$ cat src/rtl/vram_arbiter.sv
`timescale 1ns/1ps
`default_nettype none
// ============================================================================
//  Module   : vram_arbiter
//  Purpose  : Arbitrates one single-port, synchronous-read VRAM between the
//             render fetch engine (BURST-byte bursts) and the CPU data port
//             (single-byte reads/writes). Ties alternate so CPU waits at most
//             one render burst.
//  Ports    :
//    clk_100, rst_L                 clock, async active-low reset
//    ren_req/ren_addr               render burst request + base address
//    ren_ack/ren_data/ren_valid     grant pulse, burst result, result strobe
//    cpu_req/cpu_we/cpu_addr/
//    cpu_wdata                      CPU access request
//    cpu_ack/cpu_rdata/cpu_rvalid   grant pulse, read data, read strobe
//    ram_en/ram_we/ram_addr/
//    ram_wdata/ram_rdata            VRAM port (read latency 1)
//  Revision : 1.0  initial release
// ============================================================================
module vram_arbiter #(
    parameter int ADDR_W = 14,
    parameter int BURST  = 8
) (
    input  logic                  clk_100,
    input  logic                  rst_L,
    input  logic                  ren_req,
    input  logic [ADDR_W-1:0]     ren_addr,
    output logic                  ren_ack,
    output logic [BURST-1:0][7:0] ren_data,
    output logic                  ren_valid,
    input  logic                  cpu_req,
    input  logic                  cpu_we,
    input  logic [ADDR_W-1:0]     cpu_addr,
    input  logic [7:0]            cpu_wdata,
    output logic                  cpu_ack,
    output logic [7:0]            cpu_rdata,
    output logic                  cpu_rvalid,
    output logic                  ram_en,
    output logic                  ram_we,
    output logic [ADDR_W-1:0]     ram_addr,
    output logic [7:0]            ram_wdata,
    input  logic [7:0]            ram_rdata
);

    localparam int                CNT_W           = $clog2(BURST + 1);
    localparam logic [CNT_W-1:0]  c_CNT_LAST_ADDR = CNT_W'(BURST - 1);
    localparam logic [CNT_W-1:0]  c_CNT_LAST_CAP  = CNT_W'(BURST);
    localparam logic [CNT_W-1:0]  c_CNT_ONE       = CNT_W'(1);
    localparam logic [ADDR_W-1:0] c_ADDR_ONE      = ADDR_W'(1);

    typedef enum logic [1:0] {
        S_IDLE     = 2'd0,
        S_REN      = 2'd1,
        S_CPU_ACC  = 2'd2,
        S_CPU_WAIT = 2'd3
    } state_t;

    state_t                  r_state;
    state_t                  w_state_nxt;
    logic [CNT_W-1:0]        r_cnt;        // REN cycle index 0..BURST
    logic [CNT_W-1:0]        w_cnt_nxt;
    logic [ADDR_W-1:0]       r_base;       // burst base latched on grant
    logic                    r_last_ren;   // 1: last grant went to render
    logic [BURST-1:0][7:0]   r_shadow;     // bytes collected during a burst
    logic [BURST-1:0][7:0]   w_shadow_nxt;

    logic                    w_grant_ren;
    logic                    w_grant_cpu;
    logic                    w_capture;
    logic                    w_ren_done;
    logic                    w_cpu_rd_done;
    logic                    w_ram_en_nxt;
    logic                    w_ram_we_nxt;
    logic [ADDR_W-1:0]       w_ram_addr_nxt;
    logic [7:0]              w_ram_wdata_nxt;

    // Bytes enter at the top and shift down, so after BURST captures the
    // first-returned byte (base+0) sits in byte lane 0.
    assign w_shadow_nxt = {ram_rdata, r_shadow[BURST-1:1]};

    // Data returned in REN cycle c belongs to the address driven in c-1.
    assign w_capture = (r_state == S_REN) && (r_cnt != '0);

    // ------------------------------------------------------------------
    // Next-state and next-output logic. Every output is registered, so the
    // values computed here appear one cycle later on the ports.
    // ------------------------------------------------------------------
    always_comb begin
        w_state_nxt     = r_state;
        w_cnt_nxt       = r_cnt;
        w_grant_ren     = 1'b0;
        w_grant_cpu     = 1'b0;
        w_ren_done      = 1'b0;
        w_cpu_rd_done   = 1'b0;
        w_ram_en_nxt    = 1'b0;
        w_ram_we_nxt    = 1'b0;
        w_ram_addr_nxt  = ram_addr;
        w_ram_wdata_nxt = ram_wdata;

        case (r_state)
            S_IDLE: begin
                // On a tie the side that did not win last time gets it.
                if (ren_req && (!cpu_req || !r_last_ren)) begin
                    w_grant_ren    = 1'b1;
                    w_state_nxt    = S_REN;
                    w_cnt_nxt      = '0;
                    w_ram_en_nxt   = 1'b1;
                    w_ram_addr_nxt = ren_addr;
                end else if (cpu_req) begin
                    w_grant_cpu     = 1'b1;
                    w_state_nxt     = S_CPU_ACC;
                    w_ram_en_nxt    = 1'b1;
                    w_ram_we_nxt    = cpu_we;
                    w_ram_addr_nxt  = cpu_addr;
                    w_ram_wdata_nxt = cpu_wdata;
                end
            end

            S_REN: begin
                w_cnt_nxt = r_cnt + c_CNT_ONE;
                if (r_cnt < c_CNT_LAST_ADDR) begin
                    w_ram_en_nxt   = 1'b1;
                    w_ram_addr_nxt = r_base + ADDR_W'(r_cnt) + c_ADDR_ONE;
                end
                if (r_cnt == c_CNT_LAST_CAP) begin
                    w_ren_done  = 1'b1;
                    w_state_nxt = S_IDLE;
                end
            end

            // ram_we still holds the latched direction of this access.
            S_CPU_ACC: begin
                w_state_nxt = ram_we ? S_IDLE : S_CPU_WAIT;
            end

            S_CPU_WAIT: begin
                w_cpu_rd_done = 1'b1;
                w_state_nxt   = S_IDLE;
            end

            default: begin
                w_state_nxt = S_IDLE;
            end
        endcase
    end

    // ------------------------------------------------------------------
    // State register
    // ------------------------------------------------------------------
    always_ff @(posedge clk_100 or negedge rst_L) begin
        if (!rst_L) begin
            r_state <= S_IDLE;
            r_cnt   <= '0;
        end else begin
            r_state <= w_state_nxt;
            r_cnt   <= w_cnt_nxt;
        end
    end

    // ------------------------------------------------------------------
    // Datapath and output registers. Reset drops any in-flight access and
    // its partially collected burst.
    // ------------------------------------------------------------------
    always_ff @(posedge clk_100 or negedge rst_L) begin
        if (!rst_L) begin
            r_base     <= '0;
            r_last_ren <= 1'b0;
            r_shadow   <= '0;
            ren_ack    <= 1'b0;
            ren_data   <= '0;
            ren_valid  <= 1'b0;
            cpu_ack    <= 1'b0;
            cpu_rdata  <= '0;
            cpu_rvalid <= 1'b0;
            ram_en     <= 1'b0;
            ram_we     <= 1'b0;
            ram_addr   <= '0;
            ram_wdata  <= '0;
        end else begin
            ren_ack    <= w_grant_ren;
            cpu_ack    <= w_grant_cpu;
            ren_valid  <= w_ren_done;
            cpu_rvalid <= w_cpu_rd_done;
            ram_en     <= w_ram_en_nxt;
            ram_we     <= w_ram_we_nxt;
            ram_addr   <= w_ram_addr_nxt;
            ram_wdata  <= w_ram_wdata_nxt;

            if (w_grant_ren) begin
                r_base     <= ren_addr;
                r_last_ren <= 1'b1;
            end else if (w_grant_cpu) begin
                r_last_ren <= 1'b0;
            end

            if (w_capture) begin
                r_shadow <= w_shadow_nxt;
            end
            if (w_ren_done) begin
                ren_data <= w_shadow_nxt;
            end
            if (w_cpu_rd_done) begin
                cpu_rdata <= ram_rdata;
            end
        end
    end

endmodule
`default_nettype wire

$ cat config.mk
export PLATFORM = sky130hd
export DESIGN_NAME = vram_arbiter
export DESIGN_NICKNAME = d
export VERILOG_FILES = /design/src/rtl/vram_arbiter.sv
export SDC_FILE = /design/constraint.sdc
export NUM_CORES = 1
export LEC_CHECK = 0
export CAP_MARGIN = 40
export CORE_ASPECT_RATIO = 1.25
export CORE_MARGIN = 2
export CORE_UTILIZATION = 55
export DETAILED_ROUTE_END_ITERATION = 8
export GPL_ROUTABILITY_DRIVEN = 0
export HOLD_SLACK_MARGIN = 0.15
export PLACE_DENSITY = 0.92
export SLEW_MARGIN = 30
export SYNTH_ARGS = -nofsm -noshare
export SYNTH_HDL_FRONTEND = slang
export SYNTH_SLANG_ARGS = --single-unit
$ cat constraint.sdc
create_clock -name clk_100 -period 5.2 [get_ports clk_100]
set_input_delay 1.04 -clock clk_100 [delete_from_list [all_inputs] [get_ports clk_100]]
set_output_delay 1.04 -clock clk_100 [all_outputs]
set_load 0.02 [all_outputs]
==> flow_summary.toml, run 1 <==
[run_status]
status = "finished, final reports clean"

[critical_path]
required_ps = 5500
regToRegSetupSlack_ps = 2140
setup.worst_path.class = "flip-flop to flip-flop"
critical_path_buf_inv_count = 1
critPathCaptureType = "flip-flop"
r2r_cells = 4
path_cells = "nand2b_1 > nor2_4 > buf_4 > mux2_2"
crit_path_max_incr_delay_ps = 690
arrival_ps = 3360
critPathTopFamily = "simple AND/OR/NAND/NOR gates"
startpoint_type = "flip-flop"
cp_slowest_cell = "nor2_4"
cp_max_fo = 45
startpoint = "r_state[0]"
rr_startpoint = "r_state[0]"
r2r-end = "ren_data[3]"

[timing]
tightest_slew_ps = 808
rsz0062_at_grt = "false"
layout_min_cycle_time_ps = 3060
clock_skew_ps = 14.0
final_max_slew_viol_count = 0
fmax_mhz = 327
finalHoldViolCount = 0
setup_viol = 0
slew_headroom_pct = 46.1
fin_tns_setup_ps = 0
finalWorstSetupSlack_ps = 2140
period_share_pct = 58.8

[grt]
grt_pass1_vias = 5041
grt_max_degree = 91
antenna_found_initial = 0
grt_pass1_wl_um = 25400
gr-total-overflow = 0
grt_use_total_pct = 23.0

[routing]
route.met3.wl_um = 918
drtIter0Drc = 208
wl_per_cell_um = 18.3
drc = 0
vias = 4796
drtAntennaViolNets = 0
first_pass_iters = 4
finalWirelength_um = 15800
top_layer = "met4"
met1Wirelength_um = 6140
wl_met2_um = 8430
viasPerCell = 5.57

[clocking]
post_cts_buffers = 0
clk_latency_ps = 410
clk_path_buf_depth = 2
cts_resized = 0
htreeDepth = 4
ctsHoldBuffers = 0
cts_tree = "done"
clock-sinks = 177
cts_buffers = 17
cts_root_buf = "clkbuf_16"
clkTransAtPathRegs_ps = 70

[final_layout]
diodes = 0
final_util_pct = 72.5
fillerInstances = 834
regArea_um2 = 4430
nNetsFinal = 733
drive_gt1_share_pct = 23.2
areaGrowthSynthToFinish_pct = 29.9
multi_input_comb_area_um2 = 2660

[worst_hold_path]
hold_start = "ram_wdata[7]"
min_to = "ram_wdata[7]"
hold_class = "flip-flop to flip-flop"
whs_path_depth = 2

[synth]
avgSynthCellArea_um2 = 13.9
yosys_warnings = 0
synth_ff_type = "dfrtp_1"
yosysTopAreaCell = "dfrtp_1"
synth.most_common_cell = "dfrtp_1"
syn-cell-area_um2 = 7320
synth-seq-area-share_pct = 60.5
synth_seq_cells = 177
synth_common_cells = "dfrtp_1, mux2_2, nand2_1"
syn_inst = 528
yosys-top-cells-area = "dfrtp_1, mux2_2, mux2_1"
synth_edf_count = 0
synth_fp_nets = 584
synth-async-reset-ratio_pct = 100
synth.top_cell.area_share_pct = 60.5
synth.distinct_cells = 48

[die]
io_pins = 149
initial_utilization_pct = 55.8
die-area_um2 = 14300
die_y_um = 133
rows = 47
coreArea_um2 = 13100
fp.dieW_um = 107

[pwr]
power_leakage_nw = 4.16
clkPwrFrac_pct = 19.3
internal_power_mw = 4.26
p_seq_share_pct = 38.1
ir_worst_vdd_mv = 0.426
cellPowerDensity_nw_per_um2 = 710
combPwrFrac_pct = 42.6
swShare_pct = 36.9
power.total_mw = 6.75
switchingPower_mw = 2.49

[place]
port_buffers = 148
dp_slack_ps = 2090
hpwl_um = 11200

[run]
cap_violations = 0
[cells by family after synthesis]
| group | synth area share, % |
|---|---|
| xor+xnor | 0.718 |
| mux | 23.5 |
| fa+ha+maj | 1.30 |
| flops | 60.5 |
| compound gates | 5.09 |
| buf+inv | 3.38 |
| simple gates | 5.47 |
[power by group through the flow]
| stage | Clock [mW] | Combinational, mW | Sequential (mW) |
|---|---|---|---|
| global placement | 0 | 2.75 | 2.52 |
| CTS | 1.32 | 2.89 | 2.57 |
| detailed placement | 0 | 2.87 | 2.58 |
| global route | 1.38 | 3.08 | 2.65 |
| floorplan | 0 | 1.46 | 2.84 |
| finish | 1.30 | 2.88 | 2.57 |
[cell usage in the layout (no fill, tap or decap), types with 4 or more instances in the layout]
cell,synthesis,routed
nand3_1,4,4
mux2_1,34,34
o21ai_0,19,19
nor3_1,5,5
mux2i_1,10,10
clkbuf_16,0,17
xor2_1,5,5
dfrtp_1,177,177
inv_1,7,7
a21oi_1,18,18
buf_4,5,6
nand2_1,47,47
mux2_2,110,110
nor2_1,16,16
clkdlybuf4s50_1,0,147
ha_1,6,6
[layer usage]
metal / global-route usage (%) / vias to the layer above
met1: 28.5 / 2428
met5: 0 / -
met3: 4.93 / 27
met4: 6.71 / 0
met2: 40.4 / 194
li1: - / 2147
[sequential cells by signal (all words and copies together) (netlist names)]
register    cells
cpu_ack         1
cpu_rdata       8
cpu_rvalid      1
r_base         14
r_cnt           4
r_last_ren      1
r_shadow       56
r_state         2
ram_addr       14
ram_en          1
ram_wdata       8
ram_we          1
ren_ack         1
ren_data       64
ren_valid       1
[per-stage QoR]
| stage | instance area, um^2 | hold WS [ps] | instances |
|---|---|---|---|
| global route | 9510 | 508 | 861 |
| CTS | 9480 | 485 | 860 |
| detailed placement | 8860 | 470 | 828 |
| floorplan | 7320 | 452 | 528 |
| global placement | 8860 | 461 | 828 |
| finish | 9510 | 482 | 861 |
[worst max path at each step]
stage	depth (start not counted)	slack, ps	end
floorplan	6	3000	r_base[10]
global placement	6	2200	r_base[5]
detailed placement	8	2090	r_cnt[3]
CTS	4	2150	ren_data[3]
global route	4	1950	ren_data[21]
finish	4	2140	ren_data[3]
[layout make-up]
type	instances	area share, %
Timing Repair Buffer	155	16.4
Clock inverter	15	2.04
Inverter	10	0.395
Clock buffer	17	4.47
Multi-Input combinational cell	316	27.9
Tap cell	171	2.25
Sequential cell	177	46.6
[worst register-to-register path, stage by stage, from the launching register on]
cell and delay (ps):
dfrtp_1 650, nand2b_1 560, nor2_4 690, buf_4 610
mux2_2 420
(Power assumes the default switching activity.)
==> run 2, diff against run 1 <==
- CORE_UTILIZATION: 55 -> 51
- PLACE_DENSITY: 0.92 -> 0.86
- clock period: 5.2 -> 2.92 ns (I/O delays scaled with it)
==> flow_summary.toml, run 2 (synthesis gave the netlist of run 1 again) <==
[die]
die_y_um = 138
initial_utilization_pct = 52.5
rows = 48
coreArea_um2 = 13900
die-area_um2 = 15300
fp.dieW_um = 111
io_pins = 149

[final_layout]
final_common_cell = "dfrtp_1"
diodes = 0
largest_register_ff_count = 64
fin_cells = 866
design_area_um2 = 9570
nNetsFinal = 734
mostFrequentLayoutCells = "dfrtp_1, clkdlybuf4s50_1, mux2_2"
areaGrowthSynthToFinish_pct = 30.7
drive_gt1_share_pct = 23.2
fillerInstances = 988
top_regs = "ren_data x64, r_shadow x56"
top_register = "ren_data"

[critical_path]
cp_max_fo = 15
startpoint_type = "flip-flop"
path_cells = "ha_1 > a21o_1 > a211o_1 > inv_2 > o21ai_0 > a21oi_1 > a21oi_1"
critPathTopFamily = "compound AO/OA/AOI/OAI gates"
cp_slowest_cell = "a211o_1"
setup.worst_path.class = "flip-flop to flip-flop"
cpMostUsedCell = "a21oi_1"
critical_path_buf_inv_count = 1
worst-path-stages = 7
crit_path_max_incr_delay_ps = 500
r2r_cells = 7
arrival_ps = 2410
critPathCaptureType = "flip-flop"
required_ps = 3210

[grt]
use_met2_pct = 37.0
busiest_layer = "met2"
grt_pass1_vias = 5038
grt_use_total_pct = 20.5
gr-total-overflow = 0
use_met3_pct = 5.16
grt_use_met1_pct = 24.8
grt_max_degree = 69
grt_pass1_wl_um = 25100
antenna_found_initial = 0

[timing]
period_share_pct = 72.4
final_max_slew_viol_count = 0
slew_headroom_pct = 58.3
setup_viol = 0
fin_tns_setup_ps = 0
clock_skew_ps = 9.16
finalHoldViolCount = 0
tightest_slew_ps = 626
layout_min_cycle_time_ps = 2120
rsz0062_at_grt = "false"
fmax_mhz = 473

[pwr]
cellPowerDensity_nw_per_um2 = 1260
power_leakage_nw = 4.18
ir_worst_vdd_mv = 0.629
power.total_mw = 12.1

[place]
placed_cell_area_um2 = 8930
hpwl_um = 10700
dp_cells = 834
port_buffers = 148

[run_status]
status = "finished, final reports clean"

[routing]
viasPerCell = 5.53
vias = 4787
drc = 0
finalWirelength_um = 15300
first_pass_iters = 5
wl_per_cell_um = 17.7
drtIter0Drc = 243
drtAntennaViolNets = 0

[clocking]
clkTransAtPathRegs_ps = 70
cts_buffers = 17
clock-sinks = 177
cts_root_buf = "clkbuf_16"
clk_path_buf_depth = 2
cts_tree = "done"
htreeDepth = 4
post_cts_buffers = 0
clk_latency_ps = 410
cts_resized = 0
ctsHoldBuffers = 0

[run]
cap_violations = 0

[worst_hold_path]
hold_class = "input pin to async pin"
[run 2: changes by cell type in the layout (fill, tap and decap cells not counted), sizes merged]
| cell | previous run | this run |
|---|---|---|
| clkinv | 5 | 4 |
| clkbuf | 17 | 18 |
| bufinv | 2 | 4 |
| inv | 16 | 14 |
| buf | 8 | 9 |
[run 2: final cells by class]
type	count	area [um^2]	share of cell area, %
timing repair buffer	156	1590	16.6
multi-input combinational	316	2660	27.8
sequential	177	4430	46.3
tap	175	219	2.29
inverter	10	37.5	0.392
clock buffer	18	429	4.48
clock inverter	14	205	2.14
[run 2: worst register-to-register path: stages, from the launching register on]
cell	delay, ps
dfrtp_1	470
ha_1	260
a21o_1	200
a211o_1	500
inv_2	210
o21ai_0	120
a21oi_1	160
a21oi_1	90
[run 2: report_power, final]
group / internal [mW] / switching (mW) / leakage [nW]
clock network: 1.45 / 0.952 / 0.304
logic: 2.66 / 2.50 / 1.70
registers: 3.67 / 0.860 / 2.17
[run 2: final timing paths]
path	slack, ps	to	startpoint
hold reg to reg	480	ram_addr[4]	ram_addr[4]
hold / removal	170	ren_data[3]	rst_L
setup reg to reg	800	ram_addr[7]	r_cnt[1]
setup / recovery	800	ram_addr[7]	r_cnt[1]
max in group asynchronous	2020	r_base[1]	rst_L
min in group clk_100	480	ram_addr[4]	ram_addr[4]
[run 2: routing by layer]
layer  vias up  routed length [um]
met3        13                 846
met4         0                 102
met2       174                8130
met1      2432                6220
met5         -                   0
li1       2168                   -
[run 2: through the flow]
stage	util [%]	setup WS, ps	hold slack, ps
final	68.7	805	167
after floorplan	-	982	288
after global placement	64.1	589	463
after detailed placement	64.1	497	472
after global routing	68.7	665	205
after CTS	68.7	833	181
==> run 3, diff against run 2 <==
- clock period: 2.92 -> 1.95 ns (I/O delays scaled with it)
==> flow_summary.toml, run 3 (synthesis gave the netlist of run 1 again) <==
[run_status]
status = "complete, but fails checks"
violations = "setup timing"

[worst_hold_path]
hold_class = "input pin to async pin"

[die]
die_y_um = 138
rows = 48
io_pins = 149
initial_utilization_pct = 52.5
coreArea_um2 = 13900
fp.dieW_um = 111
die-area_um2 = 15300

[grt]
grt_use_total_pct = 21.5
grt_pass1_vias = 5128
grt_pass1_wl_um = 26200
gr-total-overflow = 0
antenna_found_initial = 0
grt_max_degree = 54

[final_layout]
drive_gt1_share_pct = 29.0
top_regs = "ren_data x64, r_shadow x56"
nNetsFinal = 775
multi_input_comb_area_um2 = 2730
final_util_pct = 72.6
diodes = 0
areaGrowthSynthToFinish_pct = 38.3
top_register = "ren_data"
largest_register_ff_count = 64
final_common_cell = "dfrtp_1"
regArea_um2 = 4430
fillerInstances = 902
mostFrequentLayoutCells = "dfrtp_1, clkdlybuf4s50_1, mux2_2"

[clocking]
cts_root_buf = "clkbuf_16"
clkTransAtPathRegs_ps = 60
clock-sinks = 177
cts_buffers = 17
clk_latency_ps = 420
cts_tree = "done"
htreeDepth = 4
clk_path_buf_depth = 2

[critical_path]
cp_slowest_cell = "dfrtp_2"
arrival_ps = 2270
setup.worst_path.class = "flip-flop to flip-flop"
crit_path_max_incr_delay_ps = 440
critPathCaptureType = "flip-flop"
path_cells = "ha_1 > nor2b_4 > o31a_1 > or2_4 > a211o_1 > a22o_1"
regToRegSetupSlack_ps = -10
critPathTopFamily = "compound AO/OA/AOI/OAI gates"
critical_path_buf_inv_count = 0
required_ps = 2260
cp_max_fo = 4
startpoint_type = "flip-flop"

[pwr]
power.total_mw = 19.0
cellPowerDensity_nw_per_um2 = 1870
ir_worst_vdd_mv = 1.09
power_leakage_nw = 4.42

[routing]
drtAntennaViolNets = 0
drtIter0Drc = 234
first_pass_iters = 4
top_layer = "met4"
wl_met2_um = 9520
drc = 0
finalWirelength_um = 17400
viasPerCell = 5.55
wl_per_cell_um = 19.2
vias = 5025
met1Wirelength_um = 6610
route.met3.wl_um = 938

[run]
cap_violations = 0

[timing]
finalWorstSetupSlack_ps = -12.5
fin_tns_setup_ps = -15.0
layout_min_cycle_time_ps = 1960
slew_headroom_pct = 67.1
period_share_pct = 101
final_max_slew_viol_count = 0
tightest_slew_ps = 493
fin_hold_ws_ps = 399
clock_skew_ps = 7.96
setup_viol = 2
finalHoldViolCount = 0
rsz0062_at_grt = "true"
fmax_mhz = 510

[place]
dp_slack_ps = -168
port_buffers = 148
hpwl_um = 11500
## run 3: cell count changes in the layout (fill, tap and decap cells not counted), moves of 2 or more
| cell | before | now |
|---|---|---|
| buf_4 | 4 | 28 |
| buf_6 | 1 | 7 |
| buf_12 | 4 | 9 |
| clkbuf_16 | 17 | 22 |
| ha_1 | 6 | 3 |
| clkinvlp_4 | 2 | 4 |
| ha_4 | 0 | 2 |
| inv_6 | 4 | 2 |
## run 3: path summary, 6_finish.rpt
path | start | to | depth (start not counted)
worst max register to register | r_cnt[1] | ram_addr[5] | 6
worst max-delay path | r_cnt[1] | ram_addr[5] | 6
min in group clk_100 | ram_wdata[5] | ram_wdata[5] | 2
worst min register to register | ram_wdata[5] | ram_wdata[5] | 2
worst min-delay path | rst_L | ren_data[13] | 2
max in group asynchronous | rst_L | r_cnt[1] | 3
## run 3: what timing repair did
| action | 4_1_cts | 5_1_grt |
|---|---|---|
| gates cloned | 0 | 9 |
| setup endpoints to repair | 11 | 90 |
| hold buffers | 1 | 0 |
| pin swaps | 6 | 9 |
| endpoints found under the hold margin | 59 | 0 |
| gates resized for setup | 8 | 18 |
| setup buffers | 2 | 3 |
## run 3: report_power, final
| part | leakage (nW) | internal, mW | switching, mW |
|---|---|---|---|
| clock | 0.292 | 2.18 | 1.42 |
| sequential | 2.17 | 5.50 | 1.26 |
| combinational | 1.96 | 4.49 | 4.11 |
## run 3: stage by stage
stage               std cells  instance area (um^2)
floorplan                 528                  7320
global placement          860                  9170
detailed placement        860                  9170
CTS                       894                  9860
global route              906                 10100
finish                    906                 10100
## run 3: area by class of cell
cell class,instances,share of cell area (%)
inverter,10,0.396
clock inverter,12,1.79
sequential,177,43.8
clock buffer,19,4.38
timing repair buffer,197,20.5
multi-input combinational,316,27.0
tap,175,2.16
## run 3: metal layers
metal,vias up,GRT usage [%]
met5,-,0
met4,0,6.72
met3,33,4.81
met2,191,39.8
met1,2553,25.2
li1,2248,-
## run 3: worst register-to-register path: cells and delay by family (launching register included)
| family | cells | cell delay (ps) |
|---|---|---|
| AOI/OAI and AO/OA | 3 | 710 |
| adders and majority gates | 1 | 290 |
| DFF | 1 | 440 |
| and+or+nand+nor | 2 | 400 |
